File: src/rtl/sipo_rx.sv
// ---------------------------------------------------------------------------
// sipo_rx -- serial-in / parallel-out UART receiver.
//
// Samples the asynchronous serial line on a 16x oversampling tick clock
// (BaudOut). A frame is: start bit (0), 7 or 8 data bits LSB first,
// optional parity bit, one or two stop bits (1). The frame format is
// latched at the start edge so config changes mid-frame have no effect.
//
// Ports:
//   BaudOut      in   16x oversampling tick clock, rising edge active
//   Reset        in   asynchronous active-high reset
//   DataIn       in   serial line, idle high
//   StopBits     in   0 = one stop bit, 1 = two stop bits
//   DataLength   in   0 = 7 data bits, 1 = 8 data bits
//   ParityType   in   00/11 = none, 01 = odd, 10 = even
//   DataParl     out  received byte (bit 7 is 0 in 7-bit mode)
//   ParityError  out  parity mismatch of the last frame (0 if no parity)
//   StopError    out  a sampled stop bit was 0 in the last frame
//   ActiveFlag   out  high while a frame is being received
//   DoneFlag     out  one-cycle pulse when a frame completes
//   o_dbg_state  out  current FSM state encoding, for observation only
//
// Timing: with cycle 0 the first IDLE cycle that sees the synchronized
// line low, bit k is sampled in cycle 8+16k-1 and DoneFlag (together with
// the new DataParl/ParityError/StopError) is visible two cycles after the
// last stop-bit sample.
// ---------------------------------------------------------------------------
module sipo_rx (
  input  logic       BaudOut,
  input  logic       Reset,
  input  logic       DataIn,
  input  logic       StopBits,
  input  logic       DataLength,
  input  logic [1:0] ParityType,
  output logic [7:0] DataParl,
  output logic       ParityError,
  output logic       StopError,
  output logic       ActiveFlag,
  output logic       DoneFlag,
  output logic [2:0] o_dbg_state
);

  typedef enum logic [2:0] {
    S_IDLE   = 3'd0,
    S_START  = 3'd1,
    S_DATA   = 3'd2,
    S_PARITY = 3'd3,
    S_STOP   = 3'd4,
    S_DONE   = 3'd5
  } state_t;

  // -------------------------------------------------------------------------
  // Registers
  // -------------------------------------------------------------------------
  logic       r_sync1;
  logic       r_sync2;
  state_t     r_state;
  logic [3:0] r_tick;
  logic [2:0] r_bit_idx;
  logic       r_stop_idx;
  logic       r_armed;

  // Frame format latched at the start edge.
  logic       r_cfg_stop2;
  logic       r_cfg_len8;
  logic [1:0] r_cfg_par;

  // Per-frame accumulation.
  logic [7:0] r_shift;
  logic       r_par_acc;
  logic       r_par_err_pend;
  logic       r_stop_err_pend;

  // Registered outputs.
  logic [7:0] r_data_out;
  logic       r_par_err;
  logic       r_stop_err;
  logic       r_done;

  // -------------------------------------------------------------------------
  // Wires
  // -------------------------------------------------------------------------
  logic       w_rx;
  state_t     w_state_next;
  logic [3:0] w_tick_next;
  logic [2:0] w_bit_idx_next;
  logic       w_stop_idx_next;
  logic       w_tick_end;
  logic       w_par_en;
  logic [2:0] w_last_idx;
  logic       w_start_det;
  logic       w_shift_en;
  logic       w_par_smp;
  logic       w_stop_smp;
  logic       w_load_out;

  // -------------------------------------------------------------------------
  // Two-flop synchronizer; resets to the idle (high) line level.
  // -------------------------------------------------------------------------
  always_ff @(posedge BaudOut or posedge Reset) begin
    if (Reset) begin
      r_sync1 <= 1'b1;
      r_sync2 <= 1'b1;
    end else begin
      r_sync1 <= DataIn;
      r_sync2 <= r_sync1;
    end
  end

  assign w_rx       = r_sync2;
  assign w_tick_end = (r_tick == 4'd15);
  assign w_par_en   = (r_cfg_par == 2'b01) || (r_cfg_par == 2'b10);
  assign w_last_idx = r_cfg_len8 ? 3'd7 : 3'd6;

  // -------------------------------------------------------------------------
  // FSM state register and bit-timing counters
  // -------------------------------------------------------------------------
  always_ff @(posedge BaudOut or posedge Reset) begin
    if (Reset) begin
      r_state    <= S_IDLE;
      r_tick     <= 4'd0;
      r_bit_idx  <= 3'd0;
      r_stop_idx <= 1'b0;
    end else begin
      r_state    <= w_state_next;
      r_tick     <= w_tick_next;
      r_bit_idx  <= w_bit_idx_next;
      r_stop_idx <= w_stop_idx_next;
    end
  end

  // -------------------------------------------------------------------------
  // FSM next-state and sample strobes
  // -------------------------------------------------------------------------
  always_comb begin
    w_state_next    = r_state;
    w_tick_next     = r_tick;
    w_bit_idx_next  = r_bit_idx;
    w_stop_idx_next = r_stop_idx;
    w_start_det     = 1'b0;
    w_shift_en      = 1'b0;
    w_par_smp       = 1'b0;
    w_stop_smp      = 1'b0;
    w_load_out      = 1'b0;

    case (r_state)
      S_IDLE: begin
        w_tick_next     = 4'd0;
        w_bit_idx_next  = 3'd0;
        w_stop_idx_next = 1'b0;
        // Only a line that has been seen high can start a frame, so a
        // held-low line (break) produces a single frame.
        if (!w_rx && r_armed) begin
          w_start_det  = 1'b1;
          w_state_next = S_START;
          // The detection cycle itself is tick 0 of the start bit, so the
          // counter enters START already at 1 and hits 7 at the bit centre.
          w_tick_next  = 4'd1;
        end
      end

      S_START: begin
        if (r_tick == 4'd7) begin
          w_tick_next  = 4'd0;
          // A line back high at the centre of the start bit is a glitch.
          w_state_next = w_rx ? S_IDLE : S_DATA;
        end else begin
          w_tick_next = r_tick + 4'd1;
        end
      end

      S_DATA: begin
        w_tick_next = r_tick + 4'd1;
        if (w_tick_end) begin
          w_shift_en = 1'b1;
          if (r_bit_idx == w_last_idx) begin
            w_bit_idx_next = 3'd0;
            w_state_next   = w_par_en ? S_PARITY : S_STOP;
          end else begin
            w_bit_idx_next = r_bit_idx + 3'd1;
          end
        end
      end

      S_PARITY: begin
        w_tick_next = r_tick + 4'd1;
        if (w_tick_end) begin
          w_par_smp       = 1'b1;
          w_stop_idx_next = 1'b0;
          w_state_next    = S_STOP;
        end
      end

      S_STOP: begin
        w_tick_next = r_tick + 4'd1;
        if (w_tick_end) begin
          w_stop_smp = 1'b1;
          if (r_cfg_stop2 && !r_stop_idx) begin
            w_stop_idx_next = 1'b1;
          end else begin
            w_stop_idx_next = 1'b0;
            w_state_next    = S_DONE;
          end
        end
      end

      S_DONE: begin
        w_load_out   = 1'b1;
        w_tick_next  = 4'd0;
        w_state_next = S_IDLE;
      end

      default: begin
        w_state_next = S_IDLE;
        w_tick_next  = 4'd0;
      end
    endcase
  end

  // -------------------------------------------------------------------------
  // Re-arm tracking: set by any high line level, consumed by a start.
  // -------------------------------------------------------------------------
  always_ff @(posedge BaudOut or posedge Reset) begin
    if (Reset) begin
      r_armed <= 1'b0;
    end else if (w_rx) begin
      r_armed <= 1'b1;
    end else if (w_start_det) begin
      r_armed <= 1'b0;
    end
  end

  // -------------------------------------------------------------------------
  // Frame format latch
  // -------------------------------------------------------------------------
  always_ff @(posedge BaudOut or posedge Reset) begin
    if (Reset) begin
      r_cfg_stop2 <= 1'b0;
      r_cfg_len8  <= 1'b0;
      r_cfg_par   <= 2'b00;
    end else if (w_start_det) begin
      r_cfg_stop2 <= StopBits;
      r_cfg_len8  <= DataLength;
      r_cfg_par   <= ParityType;
    end
  end

  // -------------------------------------------------------------------------
  // Data shift, running parity and error accumulation
  // -------------------------------------------------------------------------
  always_ff @(posedge BaudOut or posedge Reset) begin
    if (Reset) begin
      r_shift         <= 8'h00;
      r_par_acc       <= 1'b0;
      r_par_err_pend  <= 1'b0;
      r_stop_err_pend <= 1'b0;
    end else if (w_start_det) begin
      // Cleared per frame so bit 7 stays 0 when only 7 bits are shifted.
      r_shift         <= 8'h00;
      r_par_acc       <= 1'b0;
      r_par_err_pend  <= 1'b0;
      r_stop_err_pend <= 1'b0;
    end else begin
      if (w_shift_en) begin
        r_shift[r_bit_idx] <= w_rx;
        r_par_acc          <= r_par_acc ^ w_rx;
      end
      // XOR over data and parity bit is 1 for a correct odd frame and 0
      // for a correct even frame; ParityType[0] is 1 only for odd.
      if (w_par_smp) begin
        r_par_err_pend <= r_par_acc ^ w_rx ^ r_cfg_par[0];
      end
      if (w_stop_smp && !w_rx) begin
        r_stop_err_pend <= 1'b1;
      end
    end
  end

  // -------------------------------------------------------------------------
  // Output registers: all results update together with the DoneFlag pulse
  // and hold until the next completed frame.
  // -------------------------------------------------------------------------
  always_ff @(posedge BaudOut or posedge Reset) begin
    if (Reset) begin
      r_data_out <= 8'h00;
      r_par_err  <= 1'b0;
      r_stop_err <= 1'b0;
      r_done     <= 1'b0;
    end else begin
      r_done <= w_load_out;
      if (w_load_out) begin
        r_data_out <= {r_shift[7] & r_cfg_len8, r_shift[6:0]};
        r_par_err  <= r_par_err_pend;
        r_stop_err <= r_stop_err_pend;
      end
    end
  end

  assign DataParl    = r_data_out;
  assign ParityError = r_par_err;
  assign StopError   = r_stop_err;
  assign DoneFlag    = r_done;
  assign ActiveFlag  = (r_state == S_START)  || (r_state == S_DATA) ||
                       (r_state == S_PARITY) || (r_state == S_STOP);
  assign o_dbg_state = r_state;

endmodule
File: config.mk
export PLATFORM = sky130hd
export DESIGN_NAME = sipo_rx
export DESIGN_NICKNAME = d
export VERILOG_FILES = /design/src/rtl/sipo_rx.sv
export SDC_FILE = /design/constraint.sdc
export NUM_CORES = 1
export LEC_CHECK = 0
export ABC_AREA = 1
export BUFFER_PORTS_ARGS = -buffer_cell sky130_fd_sc_hd__buf_2
export CORE_MARGIN = 2
export CORE_UTILIZATION = 40
export CTS_BUF_LIST = sky130_fd_sc_hd__clkbuf_8
export CTS_CLUSTER_DIAMETER = 100
export DETAILED_ROUTE_END_ITERATION = 8
export RECOVER_POWER = 100
export SLEW_MARGIN = 40
export SYNTH_ARGS = -nofsm -noshare
export SYNTH_HDL_FRONTEND = slang
export SYNTH_SLANG_ARGS = --single-unit
File: constraint.sdc
create_clock -name BaudOut -period 1.38 [get_ports BaudOut]
set_input_delay 0.276 -clock BaudOut [delete_from_list [all_inputs] [get_ports BaudOut]]
set_output_delay 0.276 -clock BaudOut [all_outputs]
set_load 0.01 [all_outputs]
After elaboration in Yosys (flattened, before gate mapping)
Cells that the tools add are included.
W data, S select, Z words.
{ "totals": {"register_bits": 40, "inputBits": 7, "word_cells": 104} }
{ "op_classes": {"addsub": 2, "magnitude_cmp": 2, "n_eq_ne": 17, "muxes": 41, "bitwise_logic": 3, "reduce_logical": 21} }
{ "op_table": {"columns": ["op", "count"], "rows": [
  ["$mux W3", 10],
  ["$mux W1", 21],
  ["$mux W8", 2],
  ["$pmux W3 S5", 1],
  ["$ne A2 B2 Y1 const B", 7],
  ["$pmux W4 S3", 1],
  ["$reduce_bool A2 Y1", 5],
  ["$bwmux W8", 1],
  ["$reduce_and A7 Y1", 1],
  ["$eq A3 B2 Y1 const B", 2],
  ["$eq A3 B3 Y1 const B", 2],
  ["$pmux W3 S2", 1],
  ["$add A4 B1 Y4 const B", 1],
  ["$eq A4 B3 Y1 const B", 1],
  ["$eq A4 B4 Y1 const B", 1],
  ["$logic_and A1 B1 Y1", 4],
  ["$logic_or A1 B1 Y1", 4],
  ["$lt A3 B4 Y1 const B", 1],
  ["$mux W4", 1],
  ["$add A3 B1 Y3 const B", 1],
  ["$demux W1 S3", 1],
  ["$eq A3 B1 Y1 const B", 1],
  ["$eq A3 B3 Y1", 1],
  ["$ge A3 B1 Y1 const B", 1],
  ["12 further kinds", 14]
]} }

Logic depth before layout (Yosys ltp)
Gate-level depths: netlist (run 1).
{ "logic_depth": {"word_depth": 7, "depth_mapped": 8} }

Worst setup path before layout (run 1)
Ideal clock, no wire load.
{ "synth_path": {"path_type": "register to register", "from": "register r_tick[0]", "to": "register r_shift[4]", "setup_ns": 0.132, "arrival_ns": 1.219, "setup_slack_ns": 0.029, "stages_incl_launch_ff": 8, "n_path_buf": 1, "period_less_slack_ns": 1.351, "path_cell_list": "dfrtp_1 ha_1 nand3_1 nor2_4 buf_6 nand4_1 nand3_1 o21ai_1"} }
{ "synth_via": {"elab_chain_len": 4} }
{ "synth_rtl": {"columns": ["item", "line", "source"], "rows": [
  ["start, declared", "58", "logic [3:0] r_tick;"],
  ["start signal, assigned", "126", "r_tick <= w_tick_next;"],
  ["$eq A4 B4 Y1", "111", "assign w_tick_end = (r_tick == 4'd15);"],
  ["$mux W1", "174", "if (w_tick_end) begin"],
  ["$mux W1", "146", "case (r_state)"],
  ["$reduce_bool A2 Y1 (no line)", null, null],
  ["end signal, assigned by index", "265", "r_shift[r_bit_idx] <= w_rx;"],
  ["end, declared", "69", "logic [7:0] r_shift;"]
]} }
Every way passes these cells.
A chain may end at the register's enable or synchronous reset.

Worst setup path in the final report (run 1)
{ "layout_path": {"from": "register r_state[0], in the netlist o_dbg_state[0]", "to": "output port ActiveFlag"} }
{ "layout_via": {"elab_chain_len": 4} }
{ "layout_rtl": {"columns": ["item", "line", "source"], "rows": [
  ["start, declared", "57", "state_t r_state;"],
  ["start signal, assigned", "125", "r_state <= w_state_next;"],
  ["$eq A3 B1 Y1 / $eq A3 B2 Y1 (equally long branches)", "303", "assign ActiveFlag = (r_state == S_START) || (r_state == S_DATA) ||"],
  ["$logic_or A1 B1 Y1 (2 in series)", "303", null],
  ["$logic_or A1 B1 Y1 *", "304", "(r_state == S_PARITY) || (r_state == S_STOP);"],
  ["end, declared", "38", "output logic ActiveFlag,"]
]} }
Every way passes the cells marked *; elsewhere a longest branch is shown, timed or not.

==> results of run 1 <==
==> final cells by class <==
class	count	area, µm²	area share
repair inverters	1	11.3	0.00439
multi-input cells	142	890	0.347
repair buffers	58	404	0.157
clock buffers	6	82.6	0.0322
clock inverters	2	10.0	0.00390
inverters	22	97.6	0.0380
flip-flops and latches	40	1010	0.392
well taps	52	65.1	0.0254
==> layer usage <==
layer	wire [µm]	global-route usage	vias to the layer above	part of all wire
met5	0	0	-	0
met4	67	0.0692	0	0.015
met3	125	0.0375	8	0.027
met2	2360	0.315	32	0.52
met1	2010	0.231	776	0.44
li1	-	-	816	-
==> kinds of logic (layout without fill, tap and decap cells) <==
kind of cell	Yosys count	in the layout	share of synthesized area
and+or+nand+nor	109	110	0.284
DFF	40	40	0.540
buffers and inverters	28	89	0.0646
AOI/OAI and AO/OA	26	26	0.0794
xor gates and xnor gates	4	4	0.0188
adders and majority gates	2	2	0.0135
==> path summary, 6_finish.rpt <==
check	end	slack, ns	cells past startpoint
hold / removal	r_sync1$_DFF_PP1_	0.1	1
setup / recovery	ActiveFlag	-0.13	5
min in group asynchronous	DataParl[6]$_DFFE_PP0P_	0.29	3
max in group asynchronous	o_dbg_state[0]$_DFFE_PP0P_	0.43	3
setup reg to reg	r_shift[6]$_DFFE_PP0P_	-0.03	8
hold reg to reg	r_sync2$_DFF_PP1_	0.36	0
==> layout by cell type (no fill, tap or decap), types with 2 or more instances in the layout <==
cell,Yosys,final
clkbuf_8,0,6
dfrtp_1,38,36
nor2_4,3,4
o21ai_0,8,6
nand3_2,2,4
a21oi_1,2,2
nand2_1,57,49
nand3_1,19,13
xor2_1,2,2
nor2_1,9,8
nand2_4,0,3
nand4_1,12,12
dfrtp_2,0,2
nand2_2,2,7
inv_2,5,5
buf_2,3,10
buf_4,1,26
nor3_1,2,2
clkbuf_1,1,11
buf_6,1,10
nor2_2,1,2
xnor2_1,2,2
clkinv_2,0,2
nand3_4,1,5
dfstp_2,2,2
o21ai_1,12,12
inv_1,17,15
==> sequential cells by signal, indices dropped and copies added (netlist names) <==
name,flops
StopError,1
r_cfg_par,2
r_par_acc,1
DataParl,8
r_tick,4
r_cfg_stop2,1
r_sync1,1
r_sync2,1
r_bit_idx,3
o_dbg_state,3
r_stop_err_pend,1
r_shift,8
DoneFlag,1
r_par_err_pend,1
r_armed,1
r_cfg_len8,1
ParityError,1
r_stop_idx,1
==> power by group <==
part / internal (mW) / switching [mW] / leakage [nW]
clock: 0.399 / 0.396 / 0.0510
sequential: 1.34 / 0.169 / 0.532
combinational: 0.799 / 1.00 / 0.672
total: 2.53 / 1.57 / 1.25
==> worst max-delay path: cells and delay by family (launching register included) <==
kind                   cells  cell delay (ns)
buffers and inverters      3             0.35
DFF                        1             0.47
and+or+nand+nor            2             0.15
==> through the flow <==
step	area (µm²)	utilization	setup TNS, ns
after floorplan	1860	-	0
after global placement	2150	0.486	-0.0290
after detailed placement	2150	0.486	-0.0152
after CTS	2370	0.536	-0.120
after global routing	2570	0.581	-1.23
final	2570	0.581	-0.181
==> what timing repair did <==
action,4_1_cts,5_1_grt
cloned,1,2
gates resized for setup,17,37
hold buffers,0,0
setup buffers,9,12
pin swaps,4,13
setup endpoints to repair,5,33
==> flow_metrics.py, run 1 <==
metrics = {
    "outcome": {
        "status": "finished, violations left",
        "violations": "setup timing",
    },
    "placement": {
        "dpl.hpwl_mm": 2.82,
        "portBuffers": 21,
        "dp.cells": 295,
        "routabilityCongestion": 0.858,
        "place_ws_ns": -0.0118,
    },
    "logic_synthesis": {
        "yosys_warnings": 0,
        "yosysTopAreaCell": "dfrtp_1",
        "syn_inst": 209,
        "synth_area_per_cell_um2": 8.90,
        "synth-edff-count": 0,
        "synthesis.area_um2": 1860,
        "synthFlopType": "dfrtp_1",
        "yosysTopAreaCellShare": 0.511,
        "yosys-top-cells-count": "nand2_1 (57), dfrtp_1 (38), nand3_1 (19), inv_1 (17)",
        "synth.distinct_cells": 29,
        "yosysSeqAreaShare": 0.540,
        "synth_nets": 218,
        "yosysMostFrequentCell": "nand2_1",
        "async_reset_ff_frac": 1.00,
        "synth_seq_cells": 40,
        "synth_area_leaders": "dfrtp_1 (51%), nand2_1 (12%), nand3_1 (5.1%), nand4_1 (4.0%), inv_1 (3.4%)",
    },
    "timing": {
        "hold_violations": 0,
        "tightest_slew_ns": 0.978,
        "worst_slack_ns": -0.134,
        "fin_crit_sh": 1.10,
        "layout_min_cycle_time_ns": 1.51,
        "clock-skew-final_ns": 0.00318,
        "slew_viol_final": 0,
        "rsz0062_at_grt": "yes",
        "hold_ws_ns": 0.0955,
        "fmax_mhz": 661,
        "slew_headroom": 0.348,
        "setup_viol": 5,
    },
    "worst_setup_path": {
        "critical_path_arrival_ns": 1.24,
        "crit_type": "reg -> out",
        "required_ns": 1.10,
        "r2r-start": "o_dbg_state[0]$_DFFE_PP0P_",
        "worstSetupStartpointType": "flip-flop",
        "slowest_delay_ns": 0.47,
        "cp_cell_sequence": "inv_2, nand3_4, buf_4, nand3_2, buf_6",
        "crit_fanout": 4,
        "cp_slowest_cell": "dfrtp_2",
        "end_kind": "output pin",
        "startpoint": "o_dbg_state[0]$_DFFE_PP0P_",
    },
    "grt": {
        "first_global_vias": 1587,
        "grt_max_degree": 41,
        "overflow": 0,
        "antenna_found_initial": 0,
        "track_usage": 0.185,
        "grt_pass1_wl_mm": 7.30,
    },
    "detailed_routing": {
        "antenna_left": 0,
        "viasPerCell": 5.05,
        "routed_wl_mm": 4.56,
        "via_count": 1632,
        "drc": 0,
        "drtPass1Iterations": 4,
        "wire_per_inst_um": 14.1,
        "first_iter_violations": 103,
    },
    "cells_and_area": {
        "nFillCells": 393,
        "finalNonFillerCells": 323,
        "layout.nets": 279,
        "syn_to_final_growth_pct": 38.0,
        "drive_gt1_frac": 0.365,
        "diodes": 0,
    },
    "die": {
        "die_h_um": 72.2,
        "num_rows": 24,
        "dieWidth_um": 72.2,
        "die_area_um2": 5210,
        "core_area_um2": 4410,
        "start_util": 0.421,
        "io_pins": 22,
    },
    "clock_tree": {
        "numCtsBuffers": 5,
        "cts_tree": "built",
        "path_clk_slew_ns": 0.07,
        "clk_path_buf_depth": 2,
        "cts.htree.levels": 2,
        "cts.sink_count": 40,
        "clock-root-buffer": "clkbuf_8",
        "clk_latency_ns": 0.28,
    },
    "power": {
        "p_total_mw": 4.10,
        "power_density_nw_per_um2": 1600,
        "p_leak_nw": 1.25,
        "peakVddDrop_mv": 1.02,
    },
    "hold_path": {
        "hp-start": "DataIn",
        "hold_path.class": "in -> reg",
    },
    "flow_run": {
        "cap_violations": 0,
    },
}
(Power assumes the default switching activity.)
==> run 2, diff against run 1 <==
--- a/config.mk
+++ b/config.mk
@@ -12,6 +12,7 @@
 export CTS_BUF_LIST = sky130_fd_sc_hd__clkbuf_8
 export CTS_CLUSTER_DIAMETER = 100
 export DETAILED_ROUTE_END_ITERATION = 8
+export GPL_TIMING_DRIVEN = 0
 export RECOVER_POWER = 100
 export SLEW_MARGIN = 40
 export SYNTH_ARGS = -nofsm -noshare
==> constraint.sdc (replaced) <==
create_clock -name BaudOut -period 1.6 [get_ports BaudOut]
set_input_delay 0.32 -clock BaudOut [delete_from_list [all_inputs] [get_ports BaudOut]]
set_output_delay 0.32 -clock BaudOut [all_outputs]
set_load 0.01 [all_outputs]
==> flow_metrics.py, run 2 (synthesis gave the netlist of run 1 again) <==
metrics = {
    "die": {
        "dieWidth_um": 72.2,
        "die_area_um2": 5210,
        "io_pins": 22,
        "num_rows": 24,
        "start_util": 0.421,
        "die_h_um": 72.2,
        "core_area_um2": 4410,
    },
    "clock_tree": {
        "path_clk_slew_ns": 0.07,
        "cts_tree": "built",
        "clk_latency_ns": 0.30,
        "hold_buffers": 0,
        "numCtsBuffers": 5,
        "cts.htree.levels": 2,
        "clk_path_buf_depth": 2,
        "clock-root-buffer": "clkbuf_8",
        "cts.sink_count": 40,
    },
    "timing": {
        "hold_ws_ns": 0.122,
        "clock-skew-final_ns": 0.0120,
        "hold_violations": 0,
        "tightest_slew_ns": 0.826,
        "slew_headroom": 0.448,
        "fin_crit_sh": 0.977,
        "fmax_mhz": 640,
        "rsz0062_at_grt": "yes",
        "setup_viol": 0,
        "slew_viol_final": 0,
        "layout_min_cycle_time_ns": 1.56,
    },
    "worst_setup_path": {
        "r2r_slack_ns": 0.17,
        "slowest_delay_ns": 0.47,
        "cp_cell_sequence": "nor2_4, nand2_2, nand2_2, inv_2, nand3_2, buf_6",
        "critical_path_arrival_ns": 1.24,
        "crit_buf_inv": 2,
        "cp_slowest_cell": "dfrtp_2",
        "rr_worst_depth": 7,
        "crit_type": "reg -> out",
        "required_ns": 1.28,
        "crit_fanout": 5,
        "crit_cells": 6,
        "worstSetupStartpointType": "flip-flop",
        "end_kind": "output pin",
        "cpMostUsedCell": "nand2_2",
        "path_delay_family": "flip-flops",
    },
    "cells_and_area": {
        "diodes": 0,
        "syn_to_final_growth_pct": 22.8,
        "final_cell_mix": "nand2_1 (55), dfrtp_1 (35), inv_1 (16)",
        "layout.nets": 258,
        "finalNonFillerCells": 302,
        "drive_gt1_frac": 0.252,
        "layout_commonest_cell": "nand2_1",
    },
    "placement": {
        "dp.cells": 282,
        "routabilityCongestion": 0.874,
        "portBuffers": 21,
        "dpl.hpwl_mm": 2.47,
    },
    "detailed_routing": {
        "antenna_left": 0,
        "via_count": 1493,
        "viasPerCell": 4.94,
        "drtPass1Iterations": 4,
        "drc": 0,
        "routed_wl_mm": 3.71,
        "wire_per_inst_um": 12.3,
        "first_iter_violations": 93,
    },
    "grt": {
        "overflow": 0,
        "antenna_found_initial": 0,
        "grt_pass1_wl_mm": 6.73,
        "first_global_vias": 1475,
        "track_usage": 0.168,
        "grt_max_degree": 41,
    },
    "power": {
        "peakVddDrop_mv": 0.859,
        "power_density_nw_per_um2": 1470,
        "p_leak_nw": 1.12,
    },
    "hold_path": {
        "hold_path.class": "in -> reg",
        "hold-path-cell-count": 1,
    },
    "flow_run": {
        "cap_violations": 0,
    },
    "outcome": {
        "status": "complete, no violations",
    },
}
-- run 2: changes by cell type in the layout (fill, tap and decap cells not counted), sizes merged --
cell and change:
bufinv +1, clkinv -2, buf -19, nor2 -1
-- run 2: stage by stage --
step,TNS (ns),cell area (µm²),total power [mW],utilization,setup WS (ns)
after global routing,-0.0372,2280,3.63,0.517,-0.0372
after global placement,-7.59,2030,2.24,0.460,-0.201
final,0,2280,3.37,0.517,0.0365
after detailed placement,0,2030,2.26,0.460,0.0707
after CTS,0,2240,3.28,0.507,0.0155
after floorplan,0,1860,2.00,-,0.249
-- run 2: per-layer routing --
metal,vias up,global-route usage,wire length [µm]
li1,766,-,-
met1,691,0.217,1770
met2,30,0.268,1700
met3,6,0.0472,171
met4,0,0.0629,65
met5,-,0,0
-- run 2: path summary, 6_finish.rpt --
check                                           start                    endpoint
hold / removal                                 DataIn           r_sync1$_DFF_PP1_
max in group asynchronous                       Reset  o_dbg_state[0]$_DFFE_PP0P_
setup / recovery           o_dbg_state[0]$_DFFE_PP0P_                  ActiveFlag
hold reg to reg                     r_sync1$_DFF_PP1_           r_sync2$_DFF_PP1_
min in group asynchronous                       Reset     DataParl[7]$_DFFE_PP0P_
setup reg to reg                  r_tick[0]$_DFF_PP0_      r_shift[5]$_DFFE_PP0P_
-- run 2: power by group --
group,internal [mW],leakage [nW],switching (mW)
Sequential,1.15,0.530,0.145
Clock,0.510,0.0614,0.366
Combinational,0.488,0.531,0.706
-- run 2: area by class of cell --
type | count | area, µm²
Buffer | 6 | 37.5
Multi-Input combinational cell | 141 | 776
Sequential cell | 40 | 1010
Inverter | 22 | 85.1
Fill cell | 412 | 2130
Clock inverter | 2 | 38.8
Timing Repair Buffer | 33 | 191
Clock buffer | 6 | 82.6
Tap cell | 52 | 65.1
-- run 2: repair_timing --
item	in CTS	in global routing
setup buffers	8	4
gates resized for setup	8	6
endpoints found under the setup margin	1	10
pin swaps	2	2
==> run 3, diff against run 2 <==
--- a/config.mk
+++ b/config.mk
@@ -7,12 +7,14 @@
 export LEC_CHECK = 0
 export ABC_AREA = 1
 export BUFFER_PORTS_ARGS = -buffer_cell sky130_fd_sc_hd__buf_2
+export CAP_MARGIN = 20
 export CORE_MARGIN = 2
-export CORE_UTILIZATION = 40
+export CORE_UTILIZATION = 60
 export CTS_BUF_LIST = sky130_fd_sc_hd__clkbuf_8
 export CTS_CLUSTER_DIAMETER = 100
 export DETAILED_ROUTE_END_ITERATION = 8
 export GPL_TIMING_DRIVEN = 0
+export PLACE_DENSITY = 0.82
 export RECOVER_POWER = 100
 export SLEW_MARGIN = 40
 export SYNTH_ARGS = -nofsm -noshare
==> flow_metrics.py, run 3 (synthesis gave the netlist of run 1 again) <==
metrics = {
    "detailed_routing": {
        "via_count": 1624,
        "first_iter_violations": 120,
        "drtPass1Iterations": 4,
        "viasPerCell": 5.64,
        "routed_wl_mm": 4.15,
        "antenna_left": 0,
        "drc": 0,
        "wire_per_inst_um": 14.4,
    },
    "die": {
        "num_rows": 20,
        "core_area_um2": 3000,
        "io_pins": 22,
        "start_util": 0.619,
        "die_h_um": 59.7,
        "dieWidth_um": 59.7,
        "die_area_um2": 3560,
    },
    "grt": {
        "track_usage": 0.246,
        "antenna_found_initial": 0,
        "grt_pass1_wl_mm": 6.35,
        "overflow": 0,
        "grt_max_degree": 22,
        "first_global_vias": 1426,
    },
    "timing": {
        "hold_violations": 0,
        "slew_viol_final": 0,
        "tightest_slew_ns": 0.760,
        "layout_min_cycle_time_ns": 1.58,
        "fmax_mhz": 632,
        "rsz0062_at_grt": "yes",
        "worst_slack_ns": 0.0166,
        "setup_viol": 0,
        "clock-skew-final_ns": 0.00545,
        "fin_crit_sh": 0.990,
        "slew_headroom": 0.493,
    },
    "flow_run": {
        "cap_violations": 0,
    },
    "cells_and_area": {
        "final_area_um2": 2280,
        "syn_to_final_growth_pct": 22.7,
        "final_cell_mix": "nand2_1 (55), dfrtp_1 (35), inv_1 (17)",
        "drive_gt1_frac": 0.267,
        "layout_commonest_cell": "nand2_1",
        "layout.nets": 263,
        "diodes": 0,
    },
    "placement": {
        "portBuffers": 21,
        "place_ws_ns": 0.0208,
        "dpl_cell_area_um2": 2030,
        "routabilityCongestion": 0.817,
        "dpl.hpwl_mm": 2.48,
    },
    "worst_setup_path": {
        "r2r_slack_ns": 0.03,
        "crit_type": "reg -> out",
        "required_ns": 1.28,
        "critical_path_arrival_ns": 1.26,
        "rr_worst_depth": 6,
        "startpoint": "o_dbg_state[1]$_DFFE_PP0P_",
        "r2r-start": "o_dbg_state[1]$_DFFE_PP0P_",
        "end_kind": "output pin",
        "crit_fanout": 4,
        "worstSetupStartpointType": "flip-flop",
        "r2r_end": "DataParl[7]$_DFFE_PP0P_",
    },
    "clock_tree": {
        "path_clk_slew_ns": 0.07,
        "numCtsBuffers": 5,
        "cts_tree": "built",
        "clk_path_buf_depth": 2,
        "clk_latency_ns": 0.30,
        "cts.htree.levels": 2,
        "clock-root-buffer": "clkbuf_8",
        "cts.sink_count": 40,
    },
    "hold_path": {
        "hold-path-cell-count": 1,
        "min_to": "r_sync1$_DFF_PP1_",
        "hp-start": "DataIn",
        "hold_path.class": "in -> reg",
    },
    "outcome": {
        "status": "complete, no violations",
    },
    "power": {
        "power_density_nw_per_um2": 1450,
        "peakVddDrop_mv": 0.992,
        "p_leak_nw": 1.13,
    },
}
run 3: timing repair:
| item | in CTS | in global routing |
|---|---|---|
| hold buffers | 0 | 0 |
| setup buffers | 11 | 5 |
| pin swaps | 1 | 1 |
| gates resized for setup | 8 | 10 |
| endpoints found under the setup margin | 1 | 12 |
run 3: per-stage QoR:
| step | std cells | power, mW | hold slack, ns | utilization | TNS [ns] |
|---|---|---|---|---|---|
| floorplan | 209 | 2.00 | 0.324 | - | 0 |
| detailed placement | 264 | 2.25 | 0.354 | 0.677 | 0 |
| CTS | 283 | 3.08 | 0.0430 | 0.743 | 0 |
| global placement | 263 | 2.22 | 0.346 | 0.668 | -3.55 |
| global route | 288 | 3.50 | 0.104 | 0.760 | -0.0481 |
| finish | 288 | 3.30 | 0.120 | 0.760 | 0 |
run 3: power by group:
group	total [mW]	internal, mW	switching [mW]
Clock	0.650	0.298	0.352
Combinational	1.34	0.558	0.780
Sequential	1.31	1.15	0.157
run 3: metal layers:
metal  vias up  GRT usage  part of all wire
met2        67      0.379              0.46
met3        11     0.0714             0.071
met4         0     0.0857             0.020
met5         -          0                 0
met1       768      0.332              0.45
li1        778          -                 -
run 3: critical path: stages (launching register included):
cell     delay [ns]
dfrtp_2        0.48
buf_6          0.16
inv_2          0.08
nand3_4        0.08
nand3_2        0.08
buf_6          0.10
run 3: layout make-up:
class / instances / area (µm²)
plain buffers: 6 / 36.3
clock buffers: 5 / 68.8
clock inverters: 3 / 16.3
fillers: 215 / 721
inverters: 22 / 85.1
multi-input cells: 141 / 788
flip-flops and latches: 40 / 1010
well taps: 33 / 41.3
repair buffers: 38 / 239
run 3: how the worst max path moves through the flow:
stage	end	slack (ns)	depth (start not counted)
2_1_floorplan	r_shift[4]$_DFFE_PP0P_	0.25	7
3_3_place_gp	r_cfg_len8$_DFFE_PP0P_	-0.1	2
3_5_place_dp	r_shift[2]$_DFFE_PP0P_	0.02	7
4_1_cts	r_shift[2]$_DFFE_PP0P_	0.002	7
5_1_grt	ActiveFlag	-0.04	6
6_report	ActiveFlag	0.02	5
